`config.mk`:
```
export PLATFORM = sky130hd
export DESIGN_NAME = multicycle_ctrl
export DESIGN_NICKNAME = d
export VERILOG_FILES = /design/src/rtl/multicycle_ctrl.sv
export SDC_FILE = /design/constraint.sdc
export NUM_CORES = 1
export LEC_CHECK = 0
export CORE_MARGIN = 2
export CORE_UTILIZATION = 42
export CTS_CLUSTER_SIZE = 8
export DETAILED_ROUTE_END_ITERATION = 6
export PLACE_DENSITY_LB_ADDON = 0.08
export SKIP_LAST_GASP = 1
export SYNTH_ARGS = -nofsm -noshare
export SYNTH_HDL_FRONTEND = slang
export SYNTH_SLANG_ARGS = --single-unit
```
`constraint.sdc`:
```
create_clock -name clk_i -period 2.9 [get_ports clk_i]
set_input_delay 0.58 -clock clk_i [delete_from_list [all_inputs] [get_ports clk_i]]
set_output_delay 0.58 -clock clk_i [all_outputs]
set_load 0.005 [all_outputs]
```
`src/rtl/multicycle_ctrl.sv`:
```
// Multi-cycle MIPS-subset sequencer: Moore FSM driving datapath selects and strobes.
// Optional jump support is enabled by defining MULTICYCLE_CTRL_JUMP_EN.
module multicycle_ctrl (
  input  logic       clk_i,
  input  logic       rst_i,
  input  logic [5:0] opcode_i,
  input  logic       mem_ready_i,
  output logic       pcWrite_o,
  output logic       pcWriteCond_o,
  output logic       iorD_o,
  output logic       memRead_o,
  output logic       memWrite_o,
  output logic       irWrite_o,
  output logic       regDst_o,
  output logic       memToReg_o,
  output logic       regWrite_o,
  output logic       aluSrcA_o,
  output logic [1:0] aluSrcB_o,
  output logic [3:0] aluOp_o,
  output logic [1:0] pcSource_o,
  output logic       instrDone_o,
  output logic       illegal_o,
  output logic [3:0] state_o
);

  typedef enum logic [3:0] {
    S_FETCH     = 4'd0,
    S_DECODE    = 4'd1,
    S_MEM_ADDR  = 4'd2,
    S_MEM_READ  = 4'd3,
    S_MEM_WB    = 4'd4,
    S_MEM_WRITE = 4'd5,
    S_R_EXEC    = 4'd6,
    S_R_WB      = 4'd7,
    S_BRANCH    = 4'd8,
    S_I_EXEC    = 4'd9,
    S_I_WB      = 4'd10,
    S_JUMP      = 4'd11
  } state_t;

  typedef struct packed {
    logic       pc_write;
    logic       pc_write_cond;
    logic       iord;
    logic       mem_read;
    logic       mem_write;
    logic       ir_write;
    logic       reg_dst;
    logic       mem_to_reg;
    logic       reg_write;
    logic       alu_src_a;
    logic [1:0] alu_src_b;
    logic [3:0] alu_op;
    logic [1:0] pc_source;
    logic       instr_done;
    logic       illegal;
  } ctrl_t;

  localparam logic [5:0] OP_R    = 6'b000000;
  localparam logic [5:0] OP_LW   = 6'b100011;
  localparam logic [5:0] OP_SW   = 6'b101011;
  localparam logic [5:0] OP_BEQ  = 6'b000100;
  localparam logic [5:0] OP_ADDI = 6'b001000;
  localparam logic [5:0] OP_ANDI = 6'b001100;
  localparam logic [5:0] OP_ORI  = 6'b001101;
  localparam logic [5:0] OP_SLTI = 6'b001010;
  localparam logic [5:0] OP_XORI = 6'b001110;
`ifdef MULTICYCLE_CTRL_JUMP_EN
  localparam logic [5:0] OP_J    = 6'b000010;
`endif

  localparam ctrl_t CTRL_IDLE = {$bits(ctrl_t){1'b0}};

  // ALU class for immediate arithmetic, held across I_EXEC and I_WB
  function automatic logic [3:0] imm_alu_op(input logic [5:0] op);
    logic [3:0] aop;
    case (op)
      OP_ADDI: aop = 4'b0011;
      OP_ANDI: aop = 4'b0100;
      OP_ORI:  aop = 4'b0101;
      OP_SLTI: aop = 4'b0110;
      OP_XORI: aop = 4'b0111;
      default: aop = 4'b0000;
    endcase
    return aop;
  endfunction

  state_t state_r;
  state_t next_state_s;
  ctrl_t  ctrl_s;
  ctrl_t  ctrl_out_s;

  // State register with synchronous reset
  always_ff @(posedge clk_i) begin
    if (rst_i) begin
      state_r <= S_FETCH;
    end else begin
      state_r <= next_state_s;
    end
  end

  // Next-state and per-state control decode
  always_comb begin
    ctrl_s       = CTRL_IDLE;
    next_state_s = S_FETCH;
    case (state_r)
      S_FETCH: begin
        ctrl_s.mem_read  = 1'b1;
        ctrl_s.alu_src_b = 2'd1;
        // PC+4 and IR load only in the cycle the memory delivers
        if (mem_ready_i) begin
          ctrl_s.ir_write = 1'b1;
          ctrl_s.pc_write = 1'b1;
          next_state_s    = S_DECODE;
        end else begin
          next_state_s    = S_FETCH;
        end
      end
      S_DECODE: begin
        ctrl_s.alu_src_b = 2'd3;
        case (opcode_i)
          OP_R:          next_state_s = S_R_EXEC;
          OP_LW, OP_SW:  next_state_s = S_MEM_ADDR;
          OP_BEQ:        next_state_s = S_BRANCH;
          OP_ADDI, OP_ANDI, OP_ORI, OP_SLTI, OP_XORI:
                         next_state_s = S_I_EXEC;
`ifdef MULTICYCLE_CTRL_JUMP_EN
          OP_J:          next_state_s = S_JUMP;
`endif
          default: begin
            ctrl_s.illegal = 1'b1;
            next_state_s   = S_FETCH;
          end
        endcase
      end
      S_MEM_ADDR: begin
        ctrl_s.alu_src_a = 1'b1;
        ctrl_s.alu_src_b = 2'd2;
        if (opcode_i == OP_LW) begin
          next_state_s = S_MEM_READ;
        end else if (opcode_i == OP_SW) begin
          next_state_s = S_MEM_WRITE;
        end else begin
          next_state_s = S_FETCH;
        end
      end
      S_MEM_READ: begin
        ctrl_s.mem_read = 1'b1;
        ctrl_s.iord     = 1'b1;
        if (mem_ready_i) begin
          next_state_s = S_MEM_WB;
        end else begin
          next_state_s = S_MEM_READ;
        end
      end
      S_MEM_WB: begin
        ctrl_s.mem_to_reg = 1'b1;
        ctrl_s.reg_write  = 1'b1;
        ctrl_s.instr_done = 1'b1;
        next_state_s      = S_FETCH;
      end
      S_MEM_WRITE: begin
        ctrl_s.mem_write = 1'b1;
        ctrl_s.iord      = 1'b1;
        if (mem_ready_i) begin
          ctrl_s.instr_done = 1'b1;
          next_state_s      = S_FETCH;
        end else begin
          next_state_s      = S_MEM_WRITE;
        end
      end
      S_R_EXEC: begin
        ctrl_s.alu_src_a = 1'b1;
        ctrl_s.alu_op    = 4'b0010;
        next_state_s     = S_R_WB;
      end
      S_R_WB: begin
        ctrl_s.reg_dst    = 1'b1;
        ctrl_s.reg_write  = 1'b1;
        ctrl_s.instr_done = 1'b1;
        next_state_s      = S_FETCH;
      end
      S_BRANCH: begin
        ctrl_s.alu_src_a     = 1'b1;
        ctrl_s.alu_op        = 4'b0001;
        ctrl_s.pc_write_cond = 1'b1;
        ctrl_s.pc_source     = 2'd1;
        ctrl_s.instr_done    = 1'b1;
        next_state_s         = S_FETCH;
      end
      S_I_EXEC: begin
        ctrl_s.alu_src_a = 1'b1;
        ctrl_s.alu_src_b = 2'd2;
        ctrl_s.alu_op    = imm_alu_op(opcode_i);
        next_state_s     = S_I_WB;
      end
      S_I_WB: begin
        ctrl_s.reg_write  = 1'b1;
        ctrl_s.instr_done = 1'b1;
        ctrl_s.alu_op     = imm_alu_op(opcode_i);
        next_state_s      = S_FETCH;
      end
      S_JUMP: begin
        ctrl_s.pc_write   = 1'b1;
        ctrl_s.pc_source  = 2'd2;
        ctrl_s.instr_done = 1'b1;
        next_state_s      = S_FETCH;
      end
      default: begin
        ctrl_s       = CTRL_IDLE;
        next_state_s = S_FETCH;
      end
    endcase
  end

  // Reset cycle suppresses every strobe and select
  always_comb begin
    if (rst_i) begin
      ctrl_out_s = CTRL_IDLE;
    end else begin
      ctrl_out_s = ctrl_s;
    end
  end

  assign pcWrite_o     = ctrl_out_s.pc_write;
  assign pcWriteCond_o = ctrl_out_s.pc_write_cond;
  assign iorD_o        = ctrl_out_s.iord;
  assign memRead_o     = ctrl_out_s.mem_read;
  assign memWrite_o    = ctrl_out_s.mem_write;
  assign irWrite_o     = ctrl_out_s.ir_write;
  assign regDst_o      = ctrl_out_s.reg_dst;
  assign memToReg_o    = ctrl_out_s.mem_to_reg;
  assign regWrite_o    = ctrl_out_s.reg_write;
  assign aluSrcA_o     = ctrl_out_s.alu_src_a;
  assign aluSrcB_o     = ctrl_out_s.alu_src_b;
  assign aluOp_o       = ctrl_out_s.alu_op;
  assign pcSource_o    = ctrl_out_s.pc_source;
  assign instrDone_o   = ctrl_out_s.instr_done;
  assign illegal_o     = ctrl_out_s.illegal;
  assign state_o       = state_r;

endmodule

```
Word-level counts from Yosys, hierarchy flattened. Cells that the tools add are included.

Word-level logic and storage cells: 58. Memories: 0. Bits in read-only memories: 0. Latch bits: 0. Register bits: 4. Output and inout port bits: 24. Memory bits (writable): 0. Input bits: 9.

Multiply operators: 0. Multiplexer cells: 26. Reductions and logical operators: 12. $add $sub $neg: 0. Div/mod/pow operators: 0. Bitwise operators: 0. Eq/ne operators: 19. $lt $le $gt $ge: 0. Shift-type cells: 0.

Operator list (count): == test 6 x 4 -> 1 bit, second input constant (5); case mux 4 bit (7 select lines) (1); two-way mux 20 bit (1); == test 4 x 3 -> 1 bit, second input constant (4); == test 4 bit, second input constant (4); case mux 4 bit (4 select lines) (1); case mux 3 bit (5 select lines) (1); two-way mux 1 bit (13); == test 6 bit, second input constant (2); OR reduction 2 bit (5); OR reduction 5 bit (2); two-way mux 3 bit (3); case mux 3 bit (3 select lines) (1); OR reduction 9 bit (1); == test 4 x 2 -> 1 bit, second input constant (2); == test 6 x 3 -> 1 bit, second input constant (1); logical NOT 6 bit (1); case mux 2 bit (3 select lines) (1); == test 4 x 1 -> 1 bit, second input constant (1); logical NOT 4 bit (1); two-way mux 4 bit (1); case mux 1 bit (2 select lines) (2); case mux 2 bit (2 select lines) (1); OR reduction 4 bit (1); OR reduction 3 bit (1).

Longest topological paths before layout.
Depth after elaboration: 5. Gate-level depth with buffers: 6. Depth with buffers taken out: 4.

Least setup slack after synthesis. No wires, ideal clock.

Kind: in2out. From: input opcode_i[5]. To: output aluOp_o[0]. Buffers on the path: 0. Required time: 2.320 ns. Stages on the path: 4. Path slack: 0.613 ns. Arrival time: 1.707 ns. Cells stage by stage: or2_1 > or4_4 > a31o_1 > a21oi_2.

Cells in the longest elaborated chain, start to end: 4. Elaborated cells on any way between the ends: 8. Those cells by class: eq/ne: 5; mux: 3.

RTL lines: start: declaration (line 6) `input logic [5:0] opcode_i,`; == test 6 x 4 -> 1 bit (line 77) `case (op)`; case mux 3 bit (5 select lines) (*) (line 77); case mux 3 bit (3 select lines) (*) (line 106) `case (state_r)`; two-way mux 20 bit (*) (line 218) `if (rst_i) begin`; end: declaration (line 19) `output logic [3:0] aluOp_o,`.

Mark *: on every way between the ends. The rest lies on a longest branch, timed or not.

Worst setup path after layout.
From: input opcode_i[4]. To: output aluOp_o[0].

The elaborated chain is that of the path after synthesis.

==> impl_results.md <==
- Clock power share: 32.4%
- Reg2Reg Depth: 5
- Clock slew at reported path FFs: 0.03 ns
- WL/cell: 13.4 µm
- Vias/cell: 5.81
- Diode count: 0
- Pwr Density: 189 mW/mm²
- CTS H-tree lvls: 1
- Yosys reg bits: 4
- Syn avg cell area: 6.58 µm²
- Mapped Cells: 101
- Fin crit share: 97.1%
- GP Congestion: 0.858
- Netlist cell types: 44
- Smallest setup slack after layout: 0.0836 ns
- Int Pwr: 147 µW
- Initial antenna violation count: 0
- Congestion Overflow GR: 0
- Area after DPL: 0.00106 mm²
- First-pass GRT wire length: 3.49 mm
- Arrival time at the worst endpoint: 2.24 ns
- Cell Area, Synth: 664 µm²
- Final Net Count: 151
- CP max-delay cell: or4_4
- Root cell of the clock tree: clkbuf_4
- DRC: 0
- Fmax: 0.355 GHz
- Type of origin of the critical path: input port
- Final Skew: 0.00377 ns
- # fillers: 125
- Worst-skew pair later-pin latency: 0.23 ns
- Crit path max fanout: 2
- Final setup fails: 0
- Sw power: 59.2 µW
- Row cnt: 14
- Core box area: 0.00149 mm²
- CP Capture Type: primary output
- Status: completed
- Critical path class: in -> out
- Sequential share of power: 27.9%
- Wire length on met3: 119 µm
- Switching part of the total power: 28.7%
- CTS sink cnt: 4
- Routed Antenna Nets: 0
- Layout area overhead: 64.2%
- HP Class: reg -> reg
- Final hold viol count: 0
- Initial core utilization: 44.6%
- Setup bufs post-CTS: 0
- WHS Path Cells: 1
- Req. time, crit path: 2.32 ns
- CTS Buf Count: 3
- Die Y-Extent: 43.8 µm
- Sequential-to-total area share from yosys stat: 12.1%
- Vias in the first global route: 839
- Syn nets: 110
- Yosys warning count: 0
- Minimum clock period: 2.82 ns
- Post-Route WL: 2.09 mm
- CP Buf/Inv Count: 2
- Post-DP HPWL: 1.66 mm
- IO buf count: 31
- Pin count of the biggest net entering global routing: 16
- Total Routing Usage GR: 23.2%
- RSZ-0062 raised after global routing: true
- Via count: 907
- Comb pwr share: 39.7%
- Max-Cap Viols: 0
- CTS tree: built
- CP peak stage delay: 0.54 ns
- TritonRoute pass-1 iters: 5
- WP depth: 6
- Hold Worst Slack: 0.526 ns
- Wl on met1: 855 µm
- Pleak: 0.000403 µW
- Design area: 0.00109 mm²
- Die footprint: 0.00192 mm²
- WL met2: 1.09 mm
- Layout cell share with drive strength beyond 1: 19.3%
- CP cell instances: clkdlybuf4s50_1 -> or2_1 -> or4_4 -> a31o_1 -> a21oi_2 -> buf_2
- Clock Tree Buf Depth: 2
- Horiz. Die Dim: 43.8 µm
- Max FFs per register: 4
- Critical path's top delay family: simple AND/OR/NAND/NOR gates
- IO Pins: 33
- Max Transition Viols Final: 0
- VDD IR max: 0.443 mV
- Initial detailed-routing violation count: 12
- Placement Setup Slack: -0.357 ns
- Top layer in use: met4
## path summary, 6_finish.rpt
path,startpoint,endpoint,slack (ns)
setup reg to reg,state_o[1]$_SDFF_PP0_,state_o[1]$_SDFF_PP0_,1.35
hold reg to reg,state_o[3]$_SDFF_PP0_,state_o[3]$_SDFF_PP0_,0.53
setup / recovery,opcode_i[4],aluOp_o[0],0.08
hold / removal,state_o[3]$_SDFF_PP0_,state_o[3]$_SDFF_PP0_,0.53
## cell type report
type	instances	area, µm²	area share [%]
multi-input cells	84	543	49.8
inverters	4	15.0	1.38
clock buffers	3	22.5	2.06
flip-flops and latches	4	80.1	7.34
repair buffers	45	410	37.6
well taps	16	20.0	1.83
## cell usage in the layout (no fill, tap or decap), drive strengths merged, types with 3 or more instances in the layout
master / netlist / layout
or2: 3 / 3
nor3: 8 / 8
clkdlybuf4s50: 0 / 27
nor2: 10 / 10
nand2: 4 / 4
dfxtp: 4 / 4
inv: 4 / 4
nand2b: 8 / 8
buf: 3 / 15
a21oi: 9 / 9
clkbuf: 6 / 3
nor4: 3 / 3
nor2b: 4 / 4
## power by group through the flow
| stage | clock network [µW] | registers [µW] | logic (µW) |
|---|---|---|---|
| 6_report | 66.9 | 57.7 | 81.9 |
| 3_3_place_gp | 0 | 58.4 | 79.2 |
| 3_5_place_dp | 0 | 58.4 | 80.8 |
| 5_1_grt | 70.8 | 57.8 | 89.6 |
| 2_1_floorplan | 0 | 59.2 | 35.7 |
| 4_1_cts | 69.3 | 57.6 | 80.9 |
## Yosys cell counts (all sizes together)
library cell,n,area [µm²]
xnor2,1,8.76
or4,1,11.3
buf,3,20.0
dfxtp,4,80.1
a311o,1,10.0
a31o,1,8.76
nor2b,4,25.0
o21ai,2,10.0
o21a,2,15.0
a21o,1,7.51
nand3b,1,7.51
a21oi,9,48.8
o21bai,1,7.51
conb,1,3.75
nand2b,8,50.1
a21bo,1,10.0
a31oi,1,6.26
clkbuf,6,22.5
a2111oi,1,8.76
and2b,1,10.0
or3,1,6.26
a2bb2oi,1,8.76
o22a,1,8.76
and3,2,12.5
nand3,1,5.00
nor2,10,37.5
a41oi,1,8.76
a32oi,1,8.76
a311oi,1,8.76
nand4b,1,8.76
nor4b,2,17.5
nand4,2,12.5
or2,3,18.8
mux2i,1,10.0
a211oi,1,7.51
nor3,8,40.0
inv,4,15.0
o2111ai,1,8.76
nand2,4,15.0
nor3b,2,15.0
nor4,3,18.8
## worst reg2reg max path: stages, from the launching register on
cell	delay (ns)
dfxtp_1	0.49
buf_4	0.22
nor4b_1	0.23
nand4_1	0.19
nand2b_1	0.18
a31oi_1	0.16
## through the flow
| step | TNS, ns | cells | total power (µW) | utilization (%) |
|---|---|---|---|---|
| after detailed placement | -0.510 | 153 | 139 | 71.0 |
| after global placement | -0.432 | 153 | 138 | 71.0 |
| after global routing | -0.0238 | 156 | 218 | 73.3 |
| after CTS | 0 | 156 | 208 | 72.7 |
| final | 0 | 156 | 206 | 73.3 |
| after floorplan | 0 | 101 | 94.9 | - |
## logic make-up (layout without fill, tap and decap cells)
| family | count (synthesis) | count (layout) | share of synthesized area, % |
|---|---|---|---|
| AOI/OAI and AO/OA | 27 | 27 | 29.0 |
| and+or+nand+nor | 54 | 54 | 46.9 |
| buffers and inverters | 13 | 52 | 8.66 |
| muxes | 1 | 1 | 1.51 |
| DFF | 4 | 4 | 12.1 |
| other | 1 | 1 | 0.564 |
| xor gates and xnor gates | 1 | 1 | 1.32 |
## routing by layer
| metal | up-vias | GRT usage (%) |
|---|---|---|
| met1 | 419 | 28.0 |
| met2 | 34 | 40.3 |
| met5 | - | 0 |
| met3 | 2 | 6.67 |
| met4 | 0 | 5.45 |
| li1 | 452 | - |
## timing repair
action | 4_1_cts | 5_1_grt
hold buffers | 0 | 0
pin swaps | 2 | 3
setup endpoints to repair | 4 | 4
gates resized for setup | 8 | 3
Power figures use the tool's default switching activity.
==> variant 1: new RTL, same flow settings <==
Make the reset (`rst_i`) asynchronous in one clocked block. Comments in the files are not updated.
--- a/src/rtl/multicycle_ctrl.sv
+++ b/src/rtl/multicycle_ctrl.sv
@@ -91,7 +91,7 @@
   ctrl_t  ctrl_out_s;
 
   // State register with synchronous reset
-  always_ff @(posedge clk_i) begin
+  always_ff @(posedge clk_i or posedge rst_i) begin
     if (rst_i) begin
       state_r <= S_FETCH;
     end else begin
Behaviour: differs if rst_i is asserted again (counterexample within 4 cycles, from zero or initial values and one cycle with rst_i high); with rst_i held inactive, the same outputs for 10 cycles.
==> variant 1 against the original RTL <==
Total power up 39%. Final area increased by 1.7%. Sequential cell count stayed put. Non-clock buffer count grew 2. First-iteration DRC count grew 140%. Synthesized area shrank 3.2%. Final cell count fell by 2.6%. Setup slack improved by 0.0021 ns. Die area is 2.9% lower. Routed wire length up 0.72%. Maximum frequency about the same.
==> variant 1: results <==
{
  "syn_area_per_cell_um2": 6.915,
  "skew_ns": 0.009735,
  "grt_util_met1_pct": 31.52,
  "status": "complete, no violations",
  "layout.cells.non_filler": 152,
  "dpl_cell_area_um2": 1046,
  "yosys-top-cells-area": "dfrtp_1 16%, nor2_1 8.2%, nand2b_1 6.8%",
  "leakage_nw": 0.5092,
  "gr-usage-met2_pct": 39.40,
  "grtUsageTotal_pct": 23.96,
  "yosysSeqAreaShare_pct": 15.56,
  "pre_cts_ws_ns": -0.1791,
  "wl_um": 2100,
  "met3_usage_pct": 5.532,
  "synth_ff_type": "dfrtp_1",
  "fillCellCount": 117,
  "wl_met2_um": 1070,
  "drt_iter0_markers": 29,
  "synth_top_cells_by_count": "14 x nor2_1, 7 x nand2_1, 7 x nand2b_1, 7 x nor3_1, 5 x buf_2",
  "path_clk_slew_ns": 0.04,
  "dpl.hpwl_um": 1568,
  "syn-num-nets": 102,
  "path_max_fanout": 5,
  "grt_pass1_wl_um": 3498,
  "grt_pass1_vias": 825,
  "wl_met3_um": 134,
  "layout-drive-gt1-share_pct": 22.06,
  "synthArstFlopShare_pct": 100.0,
  "vdd_drop_max_uv": 410.7,
  "wl_met1_um": 884,
  "routed_via_density": 5.763,
  "gp_congestion": 0.8798,
  "grt_start_max_net_pins": 15,
  "ys_types": 37
}
[variant 1: repair_timing]
| item | CTS | global route |
|---|---|---|
| setup endpoints to repair | 3 | 5 |
| setup buffers | 0 | 1 |
| pin swaps | 1 | 0 |
| resized for setup | 4 | 7 |
[variant 1: area by class of cell]
type	instances	area, um^2	area share, %
multi-input cells	79	523.0	47.13
repair buffers	47	432.9	39.01
flip-flops and latches	4	100.1	9.019
clock buffers	3	22.52	2.029
well taps	16	20.02	1.804
inverters	3	11.26	1.015
[variant 1: logic make-up after synthesis]
| family | after synthesis | synth area share (%) |
|---|---|---|
| flip-flops | 4 | 15.56 |
| AND/OR/NAND/NOR | 55 | 48.25 |
| adder cells (fa/ha/maj) | 1 | 1.556 |
| other | 1 | 0.5831 |
| multiplexers | 2 | 3.113 |
| XOR/XNOR | 2 | 2.724 |
| buffers and inverters | 10 | 7.975 |
| AO/OA/AOI/OAI | 18 | 20.23 |
[variant 1: worst paths after layout]
| path | startpoint | end | slack, ns |
|---|---|---|---|
| min reg2reg | state_o[2] | state_o[1] | 0.74 |
| min | state_o[2] | state_o[1] | 0.74 |
| max in group asynchronous | rst_i | state_o[3] | 1.90 |
| min in group asynchronous | rst_i | state_o[1] | 0.87 |
| max | rst_i | pcWrite_o | 0.09 |
| max reg2reg | state_o[1] | state_o[2] | 1.23 |
[variant 1: critical path, cell delays in order]
cell	delay (ns)
clkdlybuf4s50_1	0.59
nor3_1	0.11
and3_1	0.23
or2_2	0.29
clkdlybuf4s50_1	0.44
[variant 1: power by group]
group	switching (mW)	internal [mW]	total [mW]
logic	0.0647	0.0777	0.142
clock network	0.0233	0.0463	0.0696
registers	0.0154	0.0601	0.0755
==> variant 2: new RTL, same flow settings <==
Without the edit above. The option `MULTICYCLE_CTRL_JUMP_EN` is turned on by a define.
--- a/src/rtl/multicycle_ctrl.sv
+++ b/src/rtl/multicycle_ctrl.sv
@@ -1,5 +1,7 @@
 // Multi-cycle MIPS-subset sequencer: Moore FSM driving datapath selects and strobes.
 // Optional jump support is enabled by defining MULTICYCLE_CTRL_JUMP_EN.
+`define MULTICYCLE_CTRL_JUMP_EN
+
 module multicycle_ctrl (
   input  logic       clk_i,
   input  logic       rst_i,
Formal check against the unedited RTL: not equivalent (a bounded check fails within 4 cycles, from zero or initial values and one cycle with rst_i high).
==> variant 2 against the original RTL <==
Global-route usage down 0.61 points. Final area is 7.9% higher. Synthesized area is 9.0% higher. Final cell count grew 9.0%. Setup slack better by 0.015 ns. Sequential cell count is the same. Count of clock-buffer cells in the layout stayed put. Synthesized cell count rose by 11%. Total power up 4.6%. Routed wire length increased by 5.5%.
==> variant 2: results <==
{
  "fin_nets": 164,
  "synth-compound-area-share_pct": 31.43,
  "num-nonclk-buffers": 48,
  "holdWs_ns": 0.6975,
  "reg2reg_slack_ns": 1.38,
  "path_max_fanout": 5,
  "status": "complete, no violations",
  "dieArea_um2": 2073,
  "crit_path_start": "opcode_i[5]",
  "dr.pass1.iters": 4,
  "clock.fmax_mhz": 357.0,
  "pre_cts_ws_ns": -0.03264,
  "synthCells": 112,
  "clock_area_share_pct": 1.913,
  "r2r_end": "state_o[0]",
  "grt_start_max_net_pins": 25,
  "dpl.hpwl_um": 1749,
  "grt_pass1_vias": 838,
  "ys_types": 40,
  "postLayoutCoreUtil_pct": 70.49,
  "crit_arrival_ns": 2.22,
  "slowest_delay_ns": 0.50,
  "gp_congestion": 0.9016,
  "cts-buffers-inserted": 3,
  "dpl_cell_area_um2": 1136,
  "grt_pass1_wl_um": 3601,
  "path_delay_family": "buffers and inverters",
  "seq_share_pct": 6.801,
  "yosysSeqAreaShare_pct": 11.05,
  "fillCellCount": 155,
  "drt_iter0_markers": 35,
  "layout-drive-gt1-share_pct": 18.95,
  "r2r-start": "state_o[0]",
  "leakage_nw": 0.4968,
  "clockBufferDepth": 2,
  "synth_ff_type": "dfxtp_1",
  "wl_um": 2199,
  "yosys-top-cells-area": "dfxtp_1 11%, a21oi_1 7.6%, nor2_1 6.7%",
  "grtUsageTotal_pct": 22.61,
  "syn-num-nets": 121,
  "cts_resized": 4,
  "synth.mux.area_fraction_pct": 0,
  "crit_slowest_cell": "clkdlybuf4s50_1",
  "routed_via_density": 5.794,
  "cp-endpoint": "aluOp_o[1]",
  "placed_cells": 167,
  "vdd_drop_max_uv": 257.8,
  "multi_input_area_share_pct": 50.58,
  "holdPathStages": 3
}
[variant 2: changes by cell type after synthesis, moves of 2 or more]
cell	change
a2111oi_2	+2
a21oi_1	+3
nand2b_1	-3
nand3b_1	+4
nor2_1	+3
nor3_1	-2
nor4b_1	-2
o21ai_0	+5
or2b_1	+2
or4_1	+2
xor2_1	+2
[variant 2: report_power, final]
group	leakage (nW)	internal (mW)	switching, mW	total, mW
clock network	0.0138	0.0463	0.0230	0.0693
logic	0.451	0.0479	0.0412	0.0891
registers	0.0325	0.0566	0.000945	0.0575
[variant 2: cells by family after synthesis]
kind of cell    count (synthesis)
compound gates                 34
xor+xnor                        2
simple gates                   58
buf+inv                        13
flops                           4
other cells                     1
[variant 2: routing by layer]
layer  wire length, um  part of all wire (%)  vias up  GRT usage (%)
met5                 0                     0        -              0
met4                 0                     0        0          2.941
li1                  -                     -      499              -
met3               120                   5.5        0          2.778
met2              1062                    48       30          36.06
met1              1017                    46      456          32.94
